### src/rtl/global_types.sv
// Shared types and constants for the UART transmitter peripheral.
// Holds the FSM state enum, register offsets and reset divisor.
package global_types;

  typedef enum logic [1:0] {
    IDLE,
    START,
    DATA,
    STOP
  } uart_state_t;

  localparam logic [1:0] UART_DATA   = 2'd0;
  localparam logic [1:0] UART_STATUS = 2'd1;
  localparam logic [1:0] UART_DIV    = 2'd2;
  localparam logic [1:0] UART_CTRL   = 2'd3;

  // 433 gives 115200 baud from a 50 MHz clock
  localparam int UART_DIV_RESET = 433;

  function automatic logic [31:0] pack_status(
    input logic       busy,
    input logic       full,
    input logic       empty,
    input logic       ovf,
    input logic [3:0] cnt
  );
    pack_status = {24'd0, cnt, ovf, empty, full, busy};
  endfunction

endpackage

### src/rtl/fifo_sync.sv
// Synchronous FIFO with flush; ports push/pop/flush, din/dout,
// full/empty/count. Flush beats push; push on full needs a pop.
module fifo_sync #(
  parameter  int WIDTH = 8,
  parameter  int DEPTH = 4,
  localparam int AW    = $clog2(DEPTH),
  localparam int CW    = AW + 1
) (
  input  logic             clock,
  input  logic             reset,
  input  logic             push,
  input  logic             pop,
  input  logic             flush,
  input  logic [WIDTH-1:0] din,
  output logic [WIDTH-1:0] dout,
  output logic             full,
  output logic             empty,
  output logic [CW-1:0]    count
);

  logic [WIDTH-1:0] mem [DEPTH];
  logic [AW-1:0]    wptr;
  logic [AW-1:0]    rptr;
  logic             do_push;
  logic             do_pop;

  assign full    = (count == CW'(DEPTH));
  assign empty   = (count == '0);
  assign do_pop  = pop && !empty && !flush;
  assign do_push = push && !flush && (!full || do_pop);
  assign dout    = mem[rptr];

  always_ff @(posedge clock) begin
    if (do_push) mem[wptr] <= din;
  end

  always_ff @(posedge clock or negedge reset) begin
    if (!reset) begin
      wptr  <= '0;
      rptr  <= '0;
      count <= '0;
    end else if (flush) begin
      wptr  <= '0;
      rptr  <= '0;
      count <= '0;
    end else begin
      if (do_push) wptr <= wptr + AW'(1);
      if (do_pop)  rptr <= rptr + AW'(1);
      unique case ({do_push, do_pop})
        2'b10:   count <= count + CW'(1);
        2'b01:   count <= count - CW'(1);
        default: count <= count;
      endcase
    end
  end

endmodule

### src/rtl/uart_tx_periph.sv
// Memory-mapped 8N1 UART transmitter: DATA/STATUS/DIV/CTRL regs,
// byte FIFO, baud FSM. Bus: we/addr/wd/rd; serial: tx, tx_busy.
module uart_tx_periph
  import global_types::*;
#(
  parameter int FIFO_DEPTH = 4,
  parameter int DIV_WIDTH  = 16
) (
  input  logic        clock,
  input  logic        reset,
  input  logic        we,
  input  logic [1:0]  addr,
  input  logic [31:0] wd,
  output logic [31:0] rd,
  output logic        tx,
  output logic        tx_busy
);

  localparam int CW = $clog2(FIFO_DEPTH) + 1;

  logic                 wr_data;
  logic                 wr_status;
  logic                 wr_div;
  logic                 wr_ctrl;
  logic                 flush;
  logic                 enable;
  logic                 ovf;
  logic [DIV_WIDTH-1:0] div_q;

  logic                 f_full;
  logic                 f_empty;
  logic [CW-1:0]        f_count;
  logic [7:0]           f_dout;
  logic                 start_ok;
  logic                 pop;

  uart_state_t          state;
  logic [DIV_WIDTH-1:0] cnt;
  logic [DIV_WIDTH-1:0] frame_div;
  logic [7:0]           shreg;
  logic [2:0]           idx;
  logic                 unused_wd;

  assign unused_wd = ^wd[31:DIV_WIDTH];

  assign wr_data   = we && (addr == UART_DATA);
  assign wr_status = we && (addr == UART_STATUS);
  assign wr_div    = we && (addr == UART_DIV);
  assign wr_ctrl   = we && (addr == UART_CTRL);
  assign flush     = wr_ctrl && wd[1];

  // a flush cycle never starts a frame, so the FIFO head is stable
  assign start_ok = enable && !f_empty && !flush;
  assign pop      = start_ok &&
                    ((state == IDLE) ||
                     ((state == STOP) && (cnt == '0)));

  assign tx_busy  = (state != IDLE);

  fifo_sync #(
    .WIDTH (8),
    .DEPTH (FIFO_DEPTH)
  ) u_fifo (
    .clock (clock),
    .reset (reset),
    .push  (wr_data),
    .pop   (pop),
    .flush (flush),
    .din   (wd[7:0]),
    .dout  (f_dout),
    .full  (f_full),
    .empty (f_empty),
    .count (f_count)
  );

  always_ff @(posedge clock or negedge reset) begin
    if (!reset) begin
      enable <= 1'b0;
      ovf    <= 1'b0;
      div_q  <= DIV_WIDTH'(UART_DIV_RESET);
    end else begin
      if (wr_ctrl) enable <= wd[0];
      if (wr_div)  div_q  <= wd[DIV_WIDTH-1:0];
      if (wr_status) begin
        ovf <= 1'b0;
      end else if (wr_data && f_full && !pop && !flush) begin
        ovf <= 1'b1;
      end
    end
  end

  // frame_div freezes the bit period so DIV writes hit the next frame
  always_ff @(posedge clock or negedge reset) begin
    if (!reset) begin
      state     <= IDLE;
      cnt       <= '0;
      frame_div <= '0;
      shreg     <= '0;
      idx       <= '0;
      tx        <= 1'b1;
    end else begin
      unique case (state)
        IDLE: begin
          tx <= 1'b1;
          if (pop) begin
            state     <= START;
            cnt       <= div_q;
            frame_div <= div_q;
            shreg     <= f_dout;
            tx        <= 1'b0;
          end
        end
        START: begin
          if (cnt == '0) begin
            state <= DATA;
            cnt   <= frame_div;
            idx   <= '0;
            tx    <= shreg[0];
          end else begin
            cnt <= cnt - DIV_WIDTH'(1);
          end
        end
        DATA: begin
          if (cnt == '0) begin
            cnt <= frame_div;
            idx <= idx + 3'd1;
            if (idx == 3'd7) begin
              state <= STOP;
              tx    <= 1'b1;
            end else begin
              shreg <= {1'b0, shreg[7:1]};
              tx    <= shreg[1];
            end
          end else begin
            cnt <= cnt - DIV_WIDTH'(1);
          end
        end
        STOP: begin
          if (cnt == '0) begin
            if (pop) begin
              state     <= START;
              cnt       <= div_q;
              frame_div <= div_q;
              shreg     <= f_dout;
              tx        <= 1'b0;
            end else begin
              state <= IDLE;
            end
          end else begin
            cnt <= cnt - DIV_WIDTH'(1);
          end
        end
        default: state <= IDLE;
      endcase
    end
  end

  always_comb begin
    rd = '0;
    unique case (1'b1)
      addr == UART_STATUS:
        rd = pack_status(tx_busy, f_full, f_empty, ovf,
                         4'(f_count));
      addr == UART_DIV:  rd = 32'(div_q);
      addr == UART_CTRL: rd = {31'd0, enable};
      default:           rd = '0;
    endcase
  end

endmodule
### config.mk
export PLATFORM = sky130hd
export DESIGN_NAME = uart_tx_periph
export DESIGN_NICKNAME = d
export VERILOG_FILES = /design/src/rtl/global_types.sv /design/src/rtl/fifo_sync.sv /design/src/rtl/uart_tx_periph.sv
export SDC_FILE = /design/constraint.sdc
export NUM_CORES = 1
export LEC_CHECK = 0
export CORE_ASPECT_RATIO = 2
export CORE_MARGIN = 2
export CORE_UTILIZATION = 55
export CTS_BUF_LIST = sky130_fd_sc_hd__clkbuf_8
export DETAILED_ROUTE_END_ITERATION = 10
export GPL_TIMING_DRIVEN = 0
export HOLD_SLACK_MARGIN = 0.12
export PLACE_DENSITY = 0.79
export SYNTH_ARGS = -nofsm -noshare
export SYNTH_HDL_FRONTEND = slang
export SYNTH_HIERARCHICAL = 1
export SYNTH_SLANG_ARGS = --single-unit
### constraint.sdc
create_clock -name clock -period 5.5 [get_ports clock]
set_clock_uncertainty 0.2 [all_clocks]
set_input_delay 1.1 -clock clock [delete_from_list [all_inputs] [get_ports clock]]
set_output_delay 1.1 -clock clock [all_outputs]
set_load 0.005 [all_outputs]
# Yosys cells after proc, flatten, opt, wreduce, memory -nomap -nowiden

Memories as Yosys holds them, arrays and structs flattened.
Cells that the tools add are included.
Widths: inputs -> output; s select.

$add $sub $neg: 6
Equal/unequal tests: 17
Muxes and demuxes: 40
Reduce and logical (&&, ||, !) cells: 40

Operators with widths:

| kind                  | count |
|---|---|
| $pmux 16 s3           | 2 |
| $mux 16               | 5 |
| $mux 8                | 4 |
| $pmux 16 s2           | 1 |
| $pmux 8 s3            | 1 |
| $mux 2                | 9 |
| $logic_and 1x1->1     | 16 |
| $logic_not 16->1      | 1 |
| $sub 16x1->16 const B | 1 |
| $ne 2x2->1 const B    | 6 |
| $pmux 3 s2            | 2 |
| $reduce_bool 2->1     | 6 |
| $mux 1                | 11 |
| $eq 2x2->1 const B    | 5 |
| $mux 3                | 3 |
| $pmux 2 s4            | 1 |
| $reduce_and 4->1      | 2 |
| $add 3x1->3 const B   | 2 |
| $eq 2x1->1 const B    | 3 |
| $eq 3x3->1 const B    | 2 |
| $reduce_bool 3->1     | 2 |
| $reduce_and 5->1      | 1 |
| $add 2x1->2 const B   | 2 |
| $logic_not 1->1       | 4 |
| 9 further kinds       | 11 |

Bits in registers: 71
Memory bits (writable): 32
Output and inout bits: 34
Memories: 1

Memory list:

| name       | words | width | read ports | clocked after Yosys merged registers in | wr ports | RTL line        | RTL |
|---|---|---|---|---|---|---|---|
| u_fifo.mem | 4     | 8     | 1          | 0                                       | 1        | fifo_sync.sv:21 | `logic [WIDTH-1:0] mem [DEPTH];` |

# Logic depth before layout (Yosys ltp)

Gate-level depths: netlist (run 1).

Word-level depth: 13
Gate-level depth with buffers: 15
Gate-level depth less buffers: 12

# Cells and area by module

The synthesis (run 1) kept the hierarchy.

By module, submodules not included:

| module         | times used | cells an instance | area an instance (um^2) | seq. area each (um^2) |
|---|---|---|---|---|
| uart_tx_periph | 1          | 362               | 3849.9                  | 1609.0 |
| fifo_sync      | 1          | 108               | 1757.9                  | 1136.1 |

# Worst setup path after synthesis (run 1)

OpenSTA, ideal clock, no wires.

Path type: input to register
Start point: in wd[1]
End point: reg u_fifo.count[2]
Library setup time: 0.082 ns
Data arrival time: 3.218 ns
Required time: 5.218 ns
Setup slack: 2.000 ns
Cell stages on the path: 12
Path buffers: 2
Cells stage by stage: nand4_1 -> and2_1 -> o21ai_0 -> inv_2 -> buf_4 -> buf_4 -> o31ai_1 -> nor3_1 -> fa_1 -> nor4b_1 -> a32oi_1 -> a31oi_1

Cells in the longest elaborated chain, start to end: 11
Elaborated cells between the ends (all ways): 14

Ends and longest elaborated chain:

| item                                     | RTL line             | RTL |
|---|---|---|
| start: declaration                       | uart_tx_periph.sv:13 | `input logic [31:0] wd,` |
| $logic_and 1x1->1 (*)                    | uart_tx_periph.sv:50 | `assign flush = wr_ctrl && wd[1];` |
| $logic_not 1->1 (*)                      | uart_tx_periph.sv:53 | `assign start_ok = enable && !f_empty && !flush;` |
| $logic_and 1x1->1 (*)                    | uart_tx_periph.sv:53 |  |
| $logic_and 1x1->1 (*)                    | uart_tx_periph.sv:54 | `assign pop = start_ok &&` |
| named net pop                            | uart_tx_periph.sv:35 | `logic pop;` |
| $logic_and 1x1->1 (*) (2 in a row)       | fifo_sync.sv:29      | `assign do_pop = pop && !empty && !flush;` |
| $logic_or 1x1->1                         | fifo_sync.sv:30      | `assign do_push = push && !flush && (!full \|\| do_pop);` |
| $logic_and 1x1->1                        | fifo_sync.sv:30      |  |
| $eq 2x1->1 or $eq 2x2->1 (tied branches) | fifo_sync.sv:49      | `unique case ({do_push, do_pop})` |
| $pmux 3 s2                               | fifo_sync.sv:49      |  |
| $mux 3                                   | fifo_sync.sv:42      | `end else if (flush) begin` |
| end signal: assignment                   | fifo_sync.sv:50      | `2'b10: count <= count + CW'(1);` |
| end signal: assignment                   | fifo_sync.sv:51      | `2'b01: count <= count - CW'(1);` |
| end signal: assignment                   | fifo_sync.sv:52      | `default: count <= count;` |
| end: declaration                         | fifo_sync.sv:18      | `output logic [CW-1:0] count` |

The timed path passes the listed nets; every way through them passes the cells marked *.
A chain may end at the register's enable or synchronous reset.

# Final worst setup path (run 1)

Start point: in addr[1]
End point: out rd[2]

Cells in the longest elaborated chain, start to end: 2
Elaborated cells between the ends (all ways): 4

Ends and longest elaborated chain:

| item                                     | RTL line              | RTL |
|---|---|---|
| start: declaration                       | uart_tx_periph.sv:12  | `input logic [1:0] addr,` |
| $eq 2x2->1, or another cell as far along | uart_tx_periph.sv:165 | `addr == UART_CTRL: rd = {31'd0, enable};` |
| $pmux 16 s3 (*)                          | uart_tx_periph.sv:160 | `unique case (1'b1)` |
| end: declaration                         | uart_tx_periph.sv:14  | `output logic [31:0] rd,` |

Mark *: on every way between the ends. The rest lies on a longest branch, timed or not.

==> results of run 1 <==
[power by group through the flow]
| stage | Sequential, mW | Combinational, mW | Clock (mW) |
|---|---|---|---|
| 2_1_floorplan | 0.890 | 0.152 | 0 |
| 3_3_place_gp | 0.906 | 0.229 | 0 |
| 3_5_place_dp | 0.911 | 0.241 | 0 |
| 4_1_cts | 0.895 | 0.243 | 0.481 |
| 5_1_grt | 0.903 | 0.268 | 0.509 |
| 6_report | 0.895 | 0.241 | 0.473 |
[worst max-delay path by stage]
stage / start / end / slack (ns) / depth (start not counted)
2_1_floorplan: wd[1] / u_fifo/count[2] / 2.00 / 12
6_report: addr[1] / rd[2] / 0.87 / 6
3_3_place_gp: reset / div_q[13] / 0.65 / 1
3_5_place_dp: wd[1] / u_fifo/count[2] / 0.77 / 13
5_1_grt: addr[1] / rd[2] / 0.76 / 6
4_1_cts: addr[1] / rd[2] / 0.86 / 6
[per-layer routing]
layer  GRT usage [%]  share of wire [%]  vias up
li1                -                  -     1828
met2            42.9                 57      119
met1            27.2                 36     1946
met4            9.91                3.3        0
met5               0                  0        -
met3            3.50                4.1       28
[cells in the mapped netlist (all sizes together) (5+ instances only)]
| cell type | instances | area [sq um] |
|---|---|---|
| a21oi | 7 | 46.3 |
| a22o | 11 | 96.3 |
| a22oi | 9 | 67.6 |
| and2 | 17 | 106 |
| buf | 26 | 193 |
| clkbuf | 15 | 56.3 |
| dfrtp | 65 | 1630 |
| dfstp | 6 | 158 |
| edfxtp | 32 | 961 |
| ha | 14 | 175 |
| inv | 16 | 60.1 |
| mux2 | 51 | 574 |
| mux2i | 12 | 120 |
| mux4 | 8 | 180 |
| nand2 | 25 | 93.8 |
| nand2b | 6 | 37.5 |
| nand3 | 13 | 65.1 |
| nand4 | 7 | 43.8 |
| nor2 | 17 | 63.8 |
| nor2b | 7 | 43.8 |
| nor3 | 15 | 86.3 |
| o211ai | 10 | 75.1 |
| o21ai | 16 | 80.1 |
| o22ai | 5 | 31.3 |
| xnor2 | 10 | 87.6 |
[per-stage QoR]
stage,util (%),setup slack [ns],instance area (sq um),hold WS [ns]
floorplan,-,2.00,5660,0.258
detailed placement,62.3,0.773,6240,0.275
global route,64.2,0.758,6440,0.324
finish,64.2,0.875,6440,0.299
global placement,62.0,0.649,6210,0.268
CTS,64.2,0.858,6440,0.301
[cells by family (layout without fill, tap and decap cells)]
kind of cell | after synthesis | after routing | synth area share (%)
compound gates | 79 | 79 | 10.2
xor+xnor | 14 | 14 | 2.19
fa+ha+maj | 15 | 15 | 3.48
buf+inv | 57 | 112 | 5.51
flops | 103 | 103 | 49.0
mux | 71 | 71 | 15.6
other cells | 1 | 16 | 0.0669
simple gates | 130 | 130 | 14.0
[sequential cells by signal, summed over array words and instances, names as in the netlist]
signal	count
tx	1
ovf	1
u_fifo/wptr	2
div_q	16
u_fifo/rptr	2
idx	3
u_fifo/count	3
enable	1
u_fifo/mem	32
frame_div	16
shreg	8
cnt	16
state	2
[final cells by class]
| class | count | area [sq um] | share of cell area (%) |
|---|---|---|---|
| sequential | 103 | 2750 | 42.7 |
| multi-input combinational | 325 | 2610 | 40.6 |
| timing repair buffer | 39 | 405 | 6.30 |
| buffer | 41 | 249 | 3.87 |
| tap | 135 | 169 | 2.62 |
| clock buffer | 9 | 124 | 1.92 |
| clock inverter | 7 | 73.8 | 1.15 |
| inverter | 16 | 60.1 | 0.933 |
==> results.py, run 1 <==
metrics = {
    "hold_path": {
        "hp-start": "frame_div[7]",
        "min_path_cells": 1,
        "hold_class": "flop to flop",
        "hold_end": "frame_div[7]",
    },
    "worst_setup_path": {
        "cp_max_fo": 10,
        "r2r_slack_ns": 1.46,
        "regToRegStartpoint": "state[0]",
        "r2r-end": "u_fifo/count[2]",
        "cp_top_family": "buffers and inverters",
        "path_buf_inv": 4,
        "critPathSlowestCell": "clkdlybuf4s50_1",
        "critPathKind": "input port to output port",
        "arrival_ns": 3.33,
        "reg2regPathDepth": 14,
        "critPathLaunchType": "input port",
        "worstSetupEndpointType": "output port",
        "max_stage_delay_ns": 0.56,
        "required_ns": 4.20,
        "crit_chain": "clkdlybuf4s50_1, nor2b_1, clkbuf_1, clkbuf_1, a22o_1, clkdlybuf4s50_1",
    },
    "logic_synthesis": {
        "yosysSeqAreaShare_pct": 49.0,
        "syn_inst": 470,
        "avgSynthCellArea_sq_um": 11.9,
        "ys_types": 65,
        "synth-seq-cells": 103,
        "ys.flop_type": "dfrtp_1",
        "yosys_warnings": 6,
        "synth_edf_count": 32,
        "syn_area_sq_mm": 0.00561,
        "synthArstFlopShare_pct": 68.9,
    },
    "pwr": {
        "leakage_nw": 2.65,
        "swShare_pct": 28.8,
        "switching_power_mw": 0.463,
        "seq_power_share_pct": 55.6,
        "total_power_mw": 1.61,
        "p_int_mw": 1.15,
        "clock_power_share_pct": 29.4,
        "power_density_mw_per_mm2": 250,
        "power.share.combinational_pct": 15.0,
        "max-vdd-ir-drop_uv": 242,
    },
    "final_layout": {
        "stdcell_count": 675,
        "final_cell_mix": "dfrtp_1 (65), mux2_2 (41), clkdlybuf4s50_1 (37), edfxtp_1 (32), nand2_1 (25)",
        "diodes": 0,
        "syn2layout_area_growth_pct": 14.8,
        "num-fill-cells": 830,
        "finalNetCount": 587,
        "drive_above_1_share_pct": 20.4,
        "layout_commonest_cell": "dfrtp_1",
    },
    "placement": {
        "hpwl_mm": 9.07,
        "dp.cells": 659,
        "globalplace.congestion": 0.891,
        "io_buffer_count": 38,
    },
    "floorplanning": {
        "die-area_sq_mm": 0.0111,
        "die-height_um": 147,
        "fp-row-count": 52,
        "io_pins": 71,
        "die_width_um": 75.4,
        "core_sq_mm": 0.0100,
        "start_util_pct": 56.0,
    },
    "sta": {
        "worst_pin_slew_ns": 0.681,
        "max_freq_mhz": 216,
        "fin_crit_sh_pct": 84.1,
        "fin_crit_ns": 4.63,
        "maxSlewViolCount": 0,
        "rsz0062_at_grt": "false",
        "finalSetupTns_ns": 0,
        "setup_violations": 0,
        "final-hold-violation-count": 0,
        "slew_headroom_pct": 54.6,
    },
    "drt": {
        "via_per_inst": 5.81,
        "dr.pass1.iters": 5,
        "drtAntennaViolNets": 0,
        "routed_wl_mm": 12.4,
        "vias": 3921,
        "wl_per_cell_um": 18.3,
        "drtIter0Drc": 277,
        "drc": 0,
    },
    "run_status": {
        "outcome": "complete, no violations",
    },
    "clocking": {
        "clk_pin_slew_worst_paths_ns": 0.10,
        "cts_setup_buffers": 0,
        "cts_hold_buf": 0,
        "cts_resized": 0,
        "root_buffer": "clkbuf_8",
        "clkSinkCount": 103,
        "htree_num_levels": 3,
        "clk_latency_ns": 0.38,
        "clk_path_buf_depth": 2,
        "cts_buffers": 9,
        "cts_tree": "built",
    },
    "global_routing": {
        "grt_pass1_wl_mm": 19.9,
        "track_usage_pct": 24.0,
        "grt_start_max_net_pins": 72,
        "antenna_found_initial": 0,
        "overflow": 0,
        "grt_pass1_vias": 4053,
    },
    "flow_run": {
        "max_cap_violations": 0,
    },
}
(Power assumes the default switching activity.)
==> run 2, diff against run 1 <==
Settings changed: CORE_UTILIZATION 55 to 52.
Clock period 5.5 ns to 3.9 ns, I/O delays scaled along.
==> results.py, run 2 (same netlist as run 1, synthesis figures left out) <==
metrics = {
    "final_layout": {
        "seqCellArea_sq_mm": 0.00275,
        "syn2layout_area_growth_pct": 14.6,
        "diodes": 0,
        "top_register": "u_fifo/mem",
        "multi_input_area_sq_mm": 0.00262,
        "finalNetCount": 586,
        "layout_commonest_cell": "dfrtp_1",
        "drive_above_1_share_pct": 20.8,
        "largest_reg_flops": 32,
        "fin_util_pct": 61.3,
        "final_cell_mix": "dfrtp_1 (65), mux2_2 (41), clkdlybuf4s50_1 (36), edfxtp_1 (32), nand2_1 (25)",
        "num-fill-cells": 861,
    },
    "sta": {
        "worst_pin_slew_ns": 0.938,
        "fin_crit_ns": 3.72,
        "slew_headroom_pct": 37.5,
        "fin_crit_sh_pct": 95.4,
        "worst_slack_ns": 0.180,
        "final-hold-violation-count": 0,
        "setup_violations": 0,
        "rsz0062_at_grt": "false",
        "maxSlewViolCount": 0,
        "max_freq_mhz": 269,
    },
    "worst_setup_path": {
        "crit_chain": "clkdlybuf4s50_1, nor2b_1, clkbuf_1, clkbuf_4, a22o_1, clkdlybuf4s50_1",
        "worstSetupEndpointType": "output port",
        "cp_max_fo": 10,
        "critPathKind": "input port to output port",
        "arrival_ns": 2.74,
        "critPathLaunchType": "input port",
        "required_ns": 2.92,
        "critPathSlowestCell": "clkdlybuf4s50_1",
        "max_stage_delay_ns": 0.57,
        "crit_top_cell": "clkdlybuf4s50_1",
    },
    "clocking": {
        "clk_path_buf_depth": 2,
        "cts_tree": "built",
        "htree_num_levels": 3,
        "clk_pin_slew_worst_paths_ns": 0.11,
        "cts_hold_buf": 0,
        "clkSinkCount": 103,
        "cts_buffers": 9,
        "clk_latency_ns": 0.39,
        "root_buffer": "clkbuf_8",
    },
    "placement": {
        "hpwl_mm": 9.05,
        "pre_cts_slack_ns": -0.436,
        "io_buffer_count": 38,
        "globalplace.congestion": 0.891,
    },
    "pwr": {
        "leakage_nw": 2.66,
        "max-vdd-ir-drop_uv": 332,
        "power_density_mw_per_mm2": 355,
    },
    "global_routing": {
        "grt_pass1_vias": 4008,
        "track_usage_pct": 22.6,
        "overflow": 0,
        "grt_busiest_layer": "met2",
        "antenna_found_initial": 0,
        "grt_start_max_net_pins": 72,
        "globalRouteMet2Util_pct": 42.3,
        "grt_use_met1_pct": 24.7,
        "met3_usage_pct": 3.58,
        "grt_pass1_wl_mm": 20.3,
    },
    "drt": {
        "drc": 0,
        "routed_wl_mm": 12.4,
        "vias": 3935,
        "drtAntennaViolNets": 0,
        "wl_per_cell_um": 18.3,
        "drtIter0Drc": 252,
        "dr.pass1.iters": 5,
        "via_per_inst": 5.82,
    },
    "run_status": {
        "outcome": "complete, no violations",
    },
    "flow_run": {
        "max_cap_violations": 0,
    },
    "hold_path": {
        "hold_class": "input port to async pin",
    },
    "floorplanning": {
        "die-area_sq_mm": 0.0117,
        "io_pins": 71,
        "fp-row-count": 53,
        "die-height_um": 151,
        "start_util_pct": 53.5,
        "die_width_um": 77.4,
        "core_sq_mm": 0.0105,
    },
}
[run 2: metal layers]
| layer | routed length (um) | part of all wire, % | vias to the layer above |
|---|---|---|---|
| met3 | 449 | 3.6 | 28 |
| met4 | 403 | 3.3 | 0 |
| met2 | 6970 | 56 | 139 |
| met5 | 0 | 0 | - |
| met1 | 4550 | 37 | 1932 |
| li1 | - | - | 1836 |
[run 2: final timing paths]
check,from,endpoint,slack [ns],cells after the start
min in group clock,frame_div[7],frame_div[7],0.30,1
max in group asynchronous,reset,cnt[1],2.57,1
hold / removal,reset,shreg[0],0.30,1
setup reg to reg,u_fifo/count[0],u_fifo/count[2],0.29,15
hold reg to reg,frame_div[7],frame_div[7],0.30,1
setup / recovery,addr[1],rd[2],0.18,6
[run 2: area by class of cell]
type / count / share of cell area, %
buffer: 40 / 3.87
clock buffer: 9 / 1.93
clock inverter: 7 / 1.15
inverter: 16 / 0.934
multi-input combinational: 325 / 40.7
sequential: 103 / 42.7
tap: 137 / 2.67
timing repair buffer: 39 / 6.03
[run 2: critical path: cells and delay by family]
| family | cells | cell delay (ns) |
|---|---|---|
| AOI/OAI and AO/OA | 1 | 0.19 |
| buffers and inverters | 4 | 1.62 |
| and+or+nand+nor | 1 | 0.15 |
[run 2: timing repair]
action / in CTS / in global routing
endpoints found under the setup margin: 9 / 3
hold endpoints to repair: 0 / 0
setup buffers: 1 / 0
gates resized for setup: 1 / 5
[run 2: where the power goes]
part           leakage (nW)  internal (mW)  total [mW]  switching [mW]
combinational          1.39          0.174       0.338           0.164
sequential             1.16           1.19        1.26          0.0743
clock                 0.101          0.255       0.680           0.425
total                  2.66           1.62        2.28           0.663
[run 2: stage by stage]
stage	area, sq um	hold slack, ns	instances	total power, mW	TNS, ns
finish	6430	0.298	676	2.28	0
global route	6430	0.318	676	2.38	0
CTS	6420	0.301	677	2.28	0
global placement	6220	0.269	660	1.60	-38.12
detailed placement	6210	0.276	660	1.62	-5.70
floorplan	5660	0.258	485	1.47	0
